### src/rtl/mips_mem_arbiter_if.sv
// Bus bundle between the arbiter, its two requesters (IF fetch, MEM load/store) and the shared memory.
// slave = arbiter side, master = requesters + memory side.
interface mips_mem_arbiter_if #(
    parameter int AW = 32,
    parameter int DW = 32
);
    logic          if_req;
    logic [AW-1:0] if_addr;
    logic          if_gnt;
    logic          if_rvalid;
    logic [DW-1:0] if_rdata;

    logic          dm_req;
    logic          dm_we;
    logic [AW-1:0] dm_addr;
    logic [DW-1:0] dm_wdata;
    logic          dm_gnt;
    logic          dm_rvalid;
    logic [DW-1:0] dm_rdata;

    logic          mem_en;
    logic          mem_we;
    logic [AW-1:0] mem_addr;
    logic [DW-1:0] mem_wdata;
    logic [DW-1:0] mem_rdata;

    logic          busy;

    modport slave (
        input  if_req, if_addr, dm_req, dm_we, dm_addr, dm_wdata, mem_rdata,
        output if_gnt, if_rvalid, if_rdata, dm_gnt, dm_rvalid, dm_rdata,
        output mem_en, mem_we, mem_addr, mem_wdata, busy
    );

    modport master (
        output if_req, if_addr, dm_req, dm_we, dm_addr, dm_wdata, mem_rdata,
        input  if_gnt, if_rvalid, if_rdata, dm_gnt, dm_rvalid, dm_rdata,
        input  mem_en, mem_we, mem_addr, mem_wdata, busy
    );
endinterface

### src/rtl/mips_mem_arbiter.sv
// Serialises IF fetches and MEM loads/stores onto one unified memory port with fixed read latency.
// Optional macro ARB_FAIRNESS_EN: bounds how long a waiting fetch can be starved by back-to-back data accesses.
module mips_mem_arbiter #(
    parameter int AW         = 32,
    parameter int DW         = 32,
    parameter int MEM_LAT    = 1,
    parameter int STARVE_MAX = 4
) (
    input  logic                 clk,
    input  logic                 rst_n,
    mips_mem_arbiter_if.slave    bus
);

    generate
        if (MEM_LAT < 1 || MEM_LAT > 15) begin : g_bad_mem_lat
            $error("mips_mem_arbiter: MEM_LAT must be in 1..15");
        end
        if (STARVE_MAX < 1 || STARVE_MAX > 15) begin : g_bad_starve_max
            $error("mips_mem_arbiter: STARVE_MAX must fit the 4-bit starve counter (1..15)");
        end
    endgenerate

    typedef enum logic [1:0] {
        S_IDLE = 2'd0,
        S_WAIT = 2'd1,
        S_RESP = 2'd2
    } state_t;

    state_t        r_state;
    state_t        w_state_nxt;
    logic          w_start;
    logic          w_pick_dm;
    logic          w_done;
    logic          w_force_if;

    logic [3:0]    r_cnt;
    logic          r_win_dm;
    logic          r_win_we;
    logic          r_if_gnt;
    logic          r_dm_gnt;
    logic          r_if_rvalid;
    logic          r_dm_rvalid;
    logic [DW-1:0] r_if_rdata;
    logic [DW-1:0] r_dm_rdata;
    logic          r_mem_en;
    logic          r_mem_we;
    logic [AW-1:0] r_mem_addr;
    logic [DW-1:0] r_mem_wdata;

    // NOTE: every signal driven here gets a default before the case, so no path can leave one unassigned and infer a latch.
    always_comb begin
        w_state_nxt = r_state;
        w_start     = 1'b0;
        w_pick_dm   = 1'b0;
        w_done      = 1'b0;
        case (r_state)
            S_IDLE: begin
                if (bus.if_req || bus.dm_req) begin
                    w_start     = 1'b1;
                    w_pick_dm   = bus.dm_req && !w_force_if;
                    w_state_nxt = S_WAIT;
                end
            end
            S_WAIT: begin
                if (r_cnt == 4'd1) w_state_nxt = S_RESP;
            end
            S_RESP: begin
                w_done      = 1'b1;
                w_state_nxt = S_IDLE;
            end
            default: w_state_nxt = S_IDLE;
        endcase
    end

    // NOTE: state and outputs update with non-blocking assignments so every register samples pre-edge values.
    always_ff @(posedge clk or negedge rst_n) begin
        if (!rst_n) begin
            r_state <= S_IDLE;
        end else begin
            r_state <= w_state_nxt;
        end
    end

    // RESP is the cycle mem_rdata is valid; it is captured on leaving RESP, so rvalid and rdata appear together.
    always_ff @(posedge clk or negedge rst_n) begin
        if (!rst_n) begin
            r_cnt       <= '0;
            r_win_dm    <= 1'b0;
            r_win_we    <= 1'b0;
            r_if_gnt    <= 1'b0;
            r_dm_gnt    <= 1'b0;
            r_if_rvalid <= 1'b0;
            r_dm_rvalid <= 1'b0;
            r_if_rdata  <= '0;
            r_dm_rdata  <= '0;
            r_mem_en    <= 1'b0;
            r_mem_we    <= 1'b0;
            r_mem_addr  <= '0;
            r_mem_wdata <= '0;
        end else begin
            r_if_gnt    <= w_start && !w_pick_dm;
            r_dm_gnt    <= w_start && w_pick_dm;
            r_mem_en    <= w_start;
            r_mem_we    <= w_start && w_pick_dm && bus.dm_we;
            r_if_rvalid <= w_done && !r_win_dm;
            r_dm_rvalid <= w_done && r_win_dm;

            if (w_start) begin
                r_win_dm    <= w_pick_dm;
                r_win_we    <= w_pick_dm && bus.dm_we;
                r_mem_addr  <= w_pick_dm ? bus.dm_addr : bus.if_addr;
                r_mem_wdata <= w_pick_dm ? bus.dm_wdata : '0;
                r_cnt       <= 4'(MEM_LAT);
            end else if (r_state == S_WAIT) begin
                r_cnt <= r_cnt - 4'd1;
            end

            if (w_done) begin
                if (!r_win_dm) begin
                    r_if_rdata <= bus.mem_rdata;
                end else if (!r_win_we) begin
                    r_dm_rdata <= bus.mem_rdata;
                end
            end
        end
    end

`ifdef ARB_FAIRNESS_EN
    logic [3:0] r_starve;

    assign w_force_if = bus.if_req && (r_starve >= 4'(STARVE_MAX));

    // Counts data grants taken while a fetch was waiting; any fetch grant resets the debt.
    always_ff @(posedge clk or negedge rst_n) begin
        if (!rst_n) begin
            r_starve <= '0;
        end else if (w_start) begin
            if (!w_pick_dm) begin
                r_starve <= '0;
            end else if (bus.if_req && r_starve != 4'hf) begin
                r_starve <= r_starve + 4'd1;
            end
        end
    end
`else
    assign w_force_if = 1'b0;
`endif

    assign bus.if_gnt    = r_if_gnt;
    assign bus.if_rvalid = r_if_rvalid;
    assign bus.if_rdata  = r_if_rdata;
    assign bus.dm_gnt    = r_dm_gnt;
    assign bus.dm_rvalid = r_dm_rvalid;
    assign bus.dm_rdata  = r_dm_rdata;
    assign bus.mem_en    = r_mem_en;
    assign bus.mem_we    = r_mem_we;
    assign bus.mem_addr  = r_mem_addr;
    assign bus.mem_wdata = r_mem_wdata;
    assign bus.busy      = (r_state != S_IDLE);

endmodule

### src/flat_wrapper.sv
// flat-port wrapper written by rule: the top's interface ports become plain ports
module mips_mem_arbiter_flat 
#(
    parameter int AW         = 32,
    parameter int DW         = 32,
    parameter int MEM_LAT    = 1,
    parameter int STARVE_MAX = 4
)
  (clk, rst_n, bus_if_req, bus_if_addr, bus_dm_req, bus_dm_we, bus_dm_addr, bus_dm_wdata, bus_mem_rdata, bus_if_gnt, bus_if_rvalid, bus_if_rdata, bus_dm_gnt, bus_dm_rvalid, bus_dm_rdata, bus_mem_en, bus_mem_we, bus_mem_addr, bus_mem_wdata, bus_busy);
  mips_mem_arbiter_if #(.AW(AW), .DW(DW)) bus_i ();
  input  logic clk;
  input  logic rst_n;
  input wire logic [$bits(bus_i.if_req)-1:0] bus_if_req;
  input wire logic [$bits(bus_i.if_addr)-1:0] bus_if_addr;
  input wire logic [$bits(bus_i.dm_req)-1:0] bus_dm_req;
  input wire logic [$bits(bus_i.dm_we)-1:0] bus_dm_we;
  input wire logic [$bits(bus_i.dm_addr)-1:0] bus_dm_addr;
  input wire logic [$bits(bus_i.dm_wdata)-1:0] bus_dm_wdata;
  input wire logic [$bits(bus_i.mem_rdata)-1:0] bus_mem_rdata;
  output wire logic [$bits(bus_i.if_gnt)-1:0] bus_if_gnt;
  output wire logic [$bits(bus_i.if_rvalid)-1:0] bus_if_rvalid;
  output wire logic [$bits(bus_i.if_rdata)-1:0] bus_if_rdata;
  output wire logic [$bits(bus_i.dm_gnt)-1:0] bus_dm_gnt;
  output wire logic [$bits(bus_i.dm_rvalid)-1:0] bus_dm_rvalid;
  output wire logic [$bits(bus_i.dm_rdata)-1:0] bus_dm_rdata;
  output wire logic [$bits(bus_i.mem_en)-1:0] bus_mem_en;
  output wire logic [$bits(bus_i.mem_we)-1:0] bus_mem_we;
  output wire logic [$bits(bus_i.mem_addr)-1:0] bus_mem_addr;
  output wire logic [$bits(bus_i.mem_wdata)-1:0] bus_mem_wdata;
  output wire logic [$bits(bus_i.busy)-1:0] bus_busy;
  assign bus_i.if_req = bus_if_req;
  assign bus_i.if_addr = bus_if_addr;
  assign bus_i.dm_req = bus_dm_req;
  assign bus_i.dm_we = bus_dm_we;
  assign bus_i.dm_addr = bus_dm_addr;
  assign bus_i.dm_wdata = bus_dm_wdata;
  assign bus_i.mem_rdata = bus_mem_rdata;
  assign bus_if_gnt = bus_i.if_gnt;
  assign bus_if_rvalid = bus_i.if_rvalid;
  assign bus_if_rdata = bus_i.if_rdata;
  assign bus_dm_gnt = bus_i.dm_gnt;
  assign bus_dm_rvalid = bus_i.dm_rvalid;
  assign bus_dm_rdata = bus_i.dm_rdata;
  assign bus_mem_en = bus_i.mem_en;
  assign bus_mem_we = bus_i.mem_we;
  assign bus_mem_addr = bus_i.mem_addr;
  assign bus_mem_wdata = bus_i.mem_wdata;
  assign bus_busy = bus_i.busy;
  mips_mem_arbiter #(.AW(AW), .DW(DW), .MEM_LAT(MEM_LAT), .STARVE_MAX(STARVE_MAX)) u_core (.clk(clk), .rst_n(rst_n), .bus(bus_i));
endmodule
### config.mk
export PLATFORM = sky130hd
export DESIGN_NAME = mips_mem_arbiter_flat
export DESIGN_NICKNAME = d
export VERILOG_FILES = /design/src/rtl/mips_mem_arbiter_if.sv /design/src/rtl/mips_mem_arbiter.sv /design/src/flat_wrapper.sv
export SDC_FILE = /design/constraint.sdc
export NUM_CORES = 1
export LEC_CHECK = 0
export CORE_ASPECT_RATIO = 0.9
export CORE_MARGIN = 10
export CORE_UTILIZATION = 30
export CTS_CLUSTER_SIZE = 30
export DETAILED_ROUTE_END_ITERATION = 6
export MAX_ROUTING_LAYER = met4
export PLACE_DENSITY_LB_ADDON = 0.12
export REMOVE_ABC_BUFFERS = 1
export SYNTH_ARGS = -nofsm -noshare
export SYNTH_HDL_FRONTEND = slang
export SYNTH_SLANG_ARGS = --single-unit
### constraint.sdc
create_clock -name clk -period 1.9 [get_ports clk]
set_input_delay 0.475 -clock clk [delete_from_list [all_inputs] [get_ports clk]]
set_output_delay 0.475 -clock clk [all_outputs]
set_load 0.01 [all_outputs]
==> results of run 1 <==
-- layout make-up --
type / count / area [µm²] / share of cell area, %
sequential: 142 / 3550 / 38.1
timing repair buffer: 287 / 2950 / 31.7
multi-input combinational: 188 / 1870 / 20.0
clock buffer: 18 / 439 / 4.71
tap: 245 / 307 / 3.29
clock inverter: 13 / 188 / 2.01
inverter: 4 / 15.0 / 0.161
antenna: 1 / 2.50 / 0.0268
-- routing by layer --
metal  up-vias  share of wire (%)
met1      1945                 46
met2       200                 42
met3        19                 10
li1       1888                  -
met4         0                1.5
met5         -                  0
-- flip-flops by register name, summed over array words and instances, names as in the netlist --
name / count
u_core.bus.dm_rdata: 32
u_core.bus.if_rdata: 32
u_core.bus.mem_addr: 32
u_core.bus.mem_wdata: 32
u_core.r_cnt: 4
u_core.r_state: 2
u_core.bus.dm_gnt: 1
u_core.bus.dm_rvalid: 1
u_core.bus.if_gnt: 1
u_core.bus.if_rvalid: 1
u_core.bus.mem_en: 1
u_core.bus.mem_we: 1
u_core.r_win_dm: 1
u_core.r_win_we: 1
-- metrics by stage --
step	power, mW	area, µm²
floorplan	8.35	5400
global placement	12.6	8670
detailed placement	12.7	8670
CTS	16.3	9310
global route	17.0	9330
finish	16.0	9330
-- kinds of logic (layout without fill, tap and decap cells) --
group	after synthesis	count (layout)	share of synthesized area (%)
flip-flops	142	142	64.1
multiplexers	64	64	15.0
AND/OR/NAND/NOR	49	49	5.60
buffers and inverters	29	322	2.82
AO/OA/AOI/OAI	70	70	11.5
XOR/XNOR	3	3	0.474
other	0	1	0
adder cells (fa/ha/maj)	2	2	0.451
-- how the worst min path moves through the flow --
stage / startpoint / to / cells after the start
global placement: rst_n / u_core.bus.dm_rdata[1] / 1
global route: u_core.bus.dm_rdata[21] / u_core.bus.dm_rdata[21] / 1
detailed placement: rst_n / u_core.bus.if_rdata[7] / 1
CTS: u_core.bus.if_rdata[23] / u_core.bus.if_rdata[23] / 1
finish: u_core.bus.if_rdata[6] / u_core.bus.if_rdata[6] / 1
floorplan: rst_n / u_core.bus.dm_gnt / 0
-- power breakdown --
part | internal, mW | switching, mW
Combinational | 4.39 | 2.75
Clock | 2.23 | 1.30
Sequential | 4.51 | 0.857
Total | 11.1 | 4.90
-- cell usage in the layout (no fill, tap or decap), drive strengths merged --
| master | instances |
|---|---|
| nand3b | 1 |
| inv | 7 |
| a22o | 32 |
| and3 | 1 |
| dlygate4sd2 | 3 |
| o21ai | 2 |
| clkinv | 3 |
| and3b | 1 |
| bufinv | 4 |
| a221o | 32 |
| nor4b | 1 |
| nand2b | 1 |
| clkdlybuf4s50 | 256 |
| ha | 2 |
| clkinvlp | 3 |
| diode | 1 |
| xor2 | 1 |
| buf | 20 |
| o22ai | 2 |
| xnor2 | 2 |
| nor2 | 2 |
| mux2 | 64 |
| clkbuf | 18 |
| dfrtp | 142 |
| nor2b | 2 |
| nor3 | 1 |
| a21o | 2 |
| nand2 | 4 |
| dlygate4sd3 | 1 |
| dlymetal6s2s | 7 |
| and2 | 33 |
| nor3b | 2 |
-- what timing repair did --
action	in CTS	in global routing
hold buffers	1	0
pin swaps	0	0
setup endpoints to repair	3	7
gates resized for setup	4	7
endpoints found under the hold margin	33	0
==> impl_results.md, run 1 <==
- CP max stage cell: clkdlybuf4s50_1
- Mapped cell area: 0.00554 mm²
- Syn-to-layout area delta: 68.3%
- Post-synth EDFFs: 0
- Sink Count: 142
- Starting Density: 30.3%
- RR Startpoint: u_core.r_state[0]
- Max Slew Vio Count: 0
- Grt met2 use: 20.7%
- Post-CTS setup buffer count: 0
- Endpoints failing setup: 0
- Htree depth: 4
- R2R setup slack: 0.32 ns
- Avg WL per Cell: 19.5 µm
- Hold_ws: 0.503 ns
- Tcrit/Tclk final: 96.1%
- Crit-path cells: clkdlybuf4s50_1
- Die area: 0.0243 mm²
- Initial antenna violation count: 1
- Clock-pin transition on the worst setup and hold timing paths: 0.06 ns
- Worst setup path start: u_core.bus.mem_wdata[1]
- Synth top area share: 64.1%
- Final min period: 1.83 ns
- Clk_skew: 0.00925 ns
- Cts bufs inserted: 17
- Most common cell in the synthesized netlist: dfrtp_1
- Critical Path RT: 1.42 ns
- Core Region: 0.0183 mm²
- Post-place setup slack: -0.0388 ns
- Hold Crit Class: register to register
- Dpl cells: 865
- Critical Path End: bus_mem_wdata[1]
- Final Core Density: 51.0%
- Crit Path Category: register to output port
- Drt via density: 4.51
- Ys flop type: dfrtp_1
- Outcome: finished clean
- Setup crit start kind: register
- Top delay family on crit path: buffers and inverters
- Critical path depth: 1
- Die Ht: 149 µm
- GRT overflow: 0
- Synth area leader: dfrtp_1
- Die width: 163 µm
- Pre-antenna DRT Iters: 4
- Met1 GRT Util: 18.4%
- Syn avg cell area: 15.4 µm²
- Top cells by count, synth: dfrtp_1 (142), mux2_2 (34), and2_1 (33)
- Pleak: 4.07 nW
- # port buffers: 267
- Worst r2r dst: u_core.bus.dm_rdata[31]
- Peak VDD IR: 0.626 mV
- Antenna-violating nets left: 0
- Crit path largest cell delay: 0.57 ns
- Worst Tran Pin Value: 0.438 ns
- Cells after Synth: 359
- Global Route met3 Usage: 7.40%
- Via count: 4052
- TNS Setup: 0 ns
- CP max FO: 2
- Synth warn: 0
- Fmax: 0.548 GHz
- Worst-Skew Late Latency: 0.42 ns
- CP Buf/Inv Count: 1
- Pwr dens: 1720 mW/mm²
- Layout cells sized above 1: 18.6%
- GRT Total Usage: 14.9%
- Final WS setup: 0.0744 ns
- First-pass GRT wire length: 27.2 mm
- # DRC: 0
- #FFs+latches synth: 142
- Final hold viol count: 0
- Rel. slew slack: 70.8%
- Vias in the first global route: 4720
- RSZ-0062 raised after global routing: false
- Cells on worst reg2reg path: 4
- Final net count: 775
- Synth cell types: 29
- Root buffer cell: clkbuf_16
- Synth top area cells: dfrtp_1 (64%), mux2_4 (8.1%), mux2_2 (6.9%), a221o_1 (5.8%), a22o_1 (5.1%)
- Worst path arrival time: 1.35 ns
- Post-DP HPWL: 13.2 mm
- Register area share after synthesis: 64.1%
- Async S/R FF share, synth: 100%
- GP Congestion: 0.781
- Ports: 268
- Number of DRC markers in iteration 0: 131
- CP endpoint kind: output port
- Std cell rows: 47
- Final Non-Filler Cells: 898
- CTS tree: done
- Largest net degree at the start of global routing: 49
- Max-cap violations: 0
- Clock buffer depth: 2
- # fillers: 1553
- Busiest grt layer: met2
- Routed WL: 17.5 mm
Note: power is estimated with default switching activity, not from simulation.
==> run 2, diff against run 1 <==
Settings changed: CTS_BUF_LIST set to sky130_fd_sc_hd__clkbuf_4.
==> impl_results.md, run 2 (synthesis results as in run 1) <==
- First-pass GRT wire length: 27.1 mm
- Max Slew Vio Count: 0
- Most frequent cells in the layout: dfrtp_1 (141), dlygate4sd2_1 (134), clkdlybuf4s50_1 (131)
- Largest net degree at the start of global routing: 49
- Max layer used: met4
- Number of DRC markers in iteration 0: 151
- Drt via density: 4.52
- Hold_ws: 0.450 ns
- Critical Path RT: 1.42 ns
- Ports: 268
- Most common cell after layout, fill and taps aside: dfrtp_1
- GRT overflow: 0
- Syn-to-layout area delta: 59.8%
- Vias in the first global route: 4709
- CTS tree: done
- Post-DP HPWL: 13.2 mm
- Clk_skew: 0.0190 ns
- Final min period: 1.81 ns
- CP max stage cell: dfrtp_2
- Routed length on met2: 7.42 mm
- Crit-path cells: nor2_4 > inv_1 > clkdlybuf4s15_2
- # DRC: 0
- Hold Crit Class: input port to asynchronous set/reset pin
- Die Ht: 149 µm
- Endpoints failing setup: 0
- Worst-Skew Late Latency: 0.53 ns
- Pre-antenna DRT Iters: 4
- Worst Tran Pin Value: 0.442 ns
- Final hold viol count: 0
- GP Congestion: 0.781
- Clock-pin transition on the worst setup and hold timing paths: 0.13 ns
- Die width: 163 µm
- # port buffers: 267
- Pleak: 4.17 nW
- Peak VDD IR: 0.565 mV
- CP max FO: 2
- Final net count: 776
- Crit Path Category: register to output port
- Cts bufs inserted: 17
- Tcrit/Tclk final: 95.2%
- Layout cells sized above 1: 18.8%
- Root buffer cell: clkbuf_4
- Antenna-violating nets left: 0
- Final Core Density: 48.4%
- Rel. slew slack: 70.6%
- GRT Total Usage: 14.8%
- Std cell rows: 47
- WL met1: 8.09 mm
- Core Region: 0.0183 mm²
- Sink Count: 142
- Fmax: 0.553 GHz
- Setup crit start kind: register
- CP endpoint kind: output port
- Routed WL: 17.6 mm
- Pwr dens: 1550 mW/mm²
- Clock buffer depth: 2
- Die area: 0.0243 mm²
- Worst path arrival time: 1.33 ns
- Via count: 4071
- Crit path largest cell delay: 0.44 ns
- Initial antenna violation count: 2
- Starting Density: 30.3%
- Met3 WL post-DR: 1.86 mm
- # fillers: 1647
- Avg WL per Cell: 19.5 µm
- Max-cap violations: 0
- Outcome: finished clean
- Htree depth: 4
-- run 2: changes by cell type in the layout (fill, tap and decap cells not counted), moves of 7 or more --
cell / delta
clkbuf_16: -17
clkbuf_4: +17
clkdlybuf4s50_1: -125
dlygate4sd2_1: +131
dlymetal6s2s_1: -7
-- run 2: metrics by stage --
step	instances	setup WS [ns]	power, mW	instance area (µm²)	TNS [ns]
after floorplan	334	-1.57	8.35	5400	-152.79
after global placement	865	0.00344	12.6	8670	0
after detailed placement	865	-0.0388	12.7	8670	-0.832
after CTS	897	-0.0299	14.0	8840	-0.0299
after global routing	900	-0.00263	14.7	8860	-0.00263
final	900	0.0917	13.7	8860	0
-- run 2: worst paths after layout --
check / from / endpoint / slack, ns / cells past startpoint
hold reg to reg: u_core.bus.if_rdata[12] / u_core.bus.if_rdata[12] / 0.51 / 1
setup / recovery: u_core.r_state[1] / bus_busy / 0.09 / 3
max in group asynchronous: rst_n / u_core.bus.mem_wdata[27] / 0.88 / 3
hold / removal: rst_n / u_core.r_cnt[0] / 0.45 / 2
setup reg to reg: u_core.r_state[1] / u_core.bus.dm_rdata[31] / 0.22 / 5
min in group clk: u_core.bus.if_rdata[12] / u_core.bus.if_rdata[12] / 0.51 / 1
-- run 2: area by class of cell --
class                   count  area, µm²  area share, %
repair buffers            288       2780           31.4
clock inverters            14        191           2.16
well taps                 245        307           3.46
clock buffers              17        128           1.44
flip-flops and latches    142       3550           40.1
inverters                   4       15.0          0.170
multi-input cells         188       1880           21.2
diodes                      2       5.00         0.0565
-- run 2: what timing repair did --
item,CTS,global route
buffers inserted,0,1
endpoints found under the setup margin,135,1
pin swaps,0,1
resized for setup,139,1
hold buffers,1,0
endpoints found under the hold margin,37,0
-- run 2: critical path: cells and delay by family (launching register included) --
kind                   cells  cell delay, ns
flip-flops                 1            0.44
AND/OR/NAND/NOR            1            0.11
buffers and inverters      2            0.26
-- run 2: metal layers --
layer  track usage, %  up-vias
met5                -        -
met2             20.7      204
met1             18.4     1969
met4             4.32        0
met3             7.15       12
li1                 -     1886
-- run 2: power by group --
group          internal, mW  switching (mW)
Sequential             4.49           0.800
Combinational          3.47            2.77
Clock                  1.04            1.14
Total                  9.00            4.71
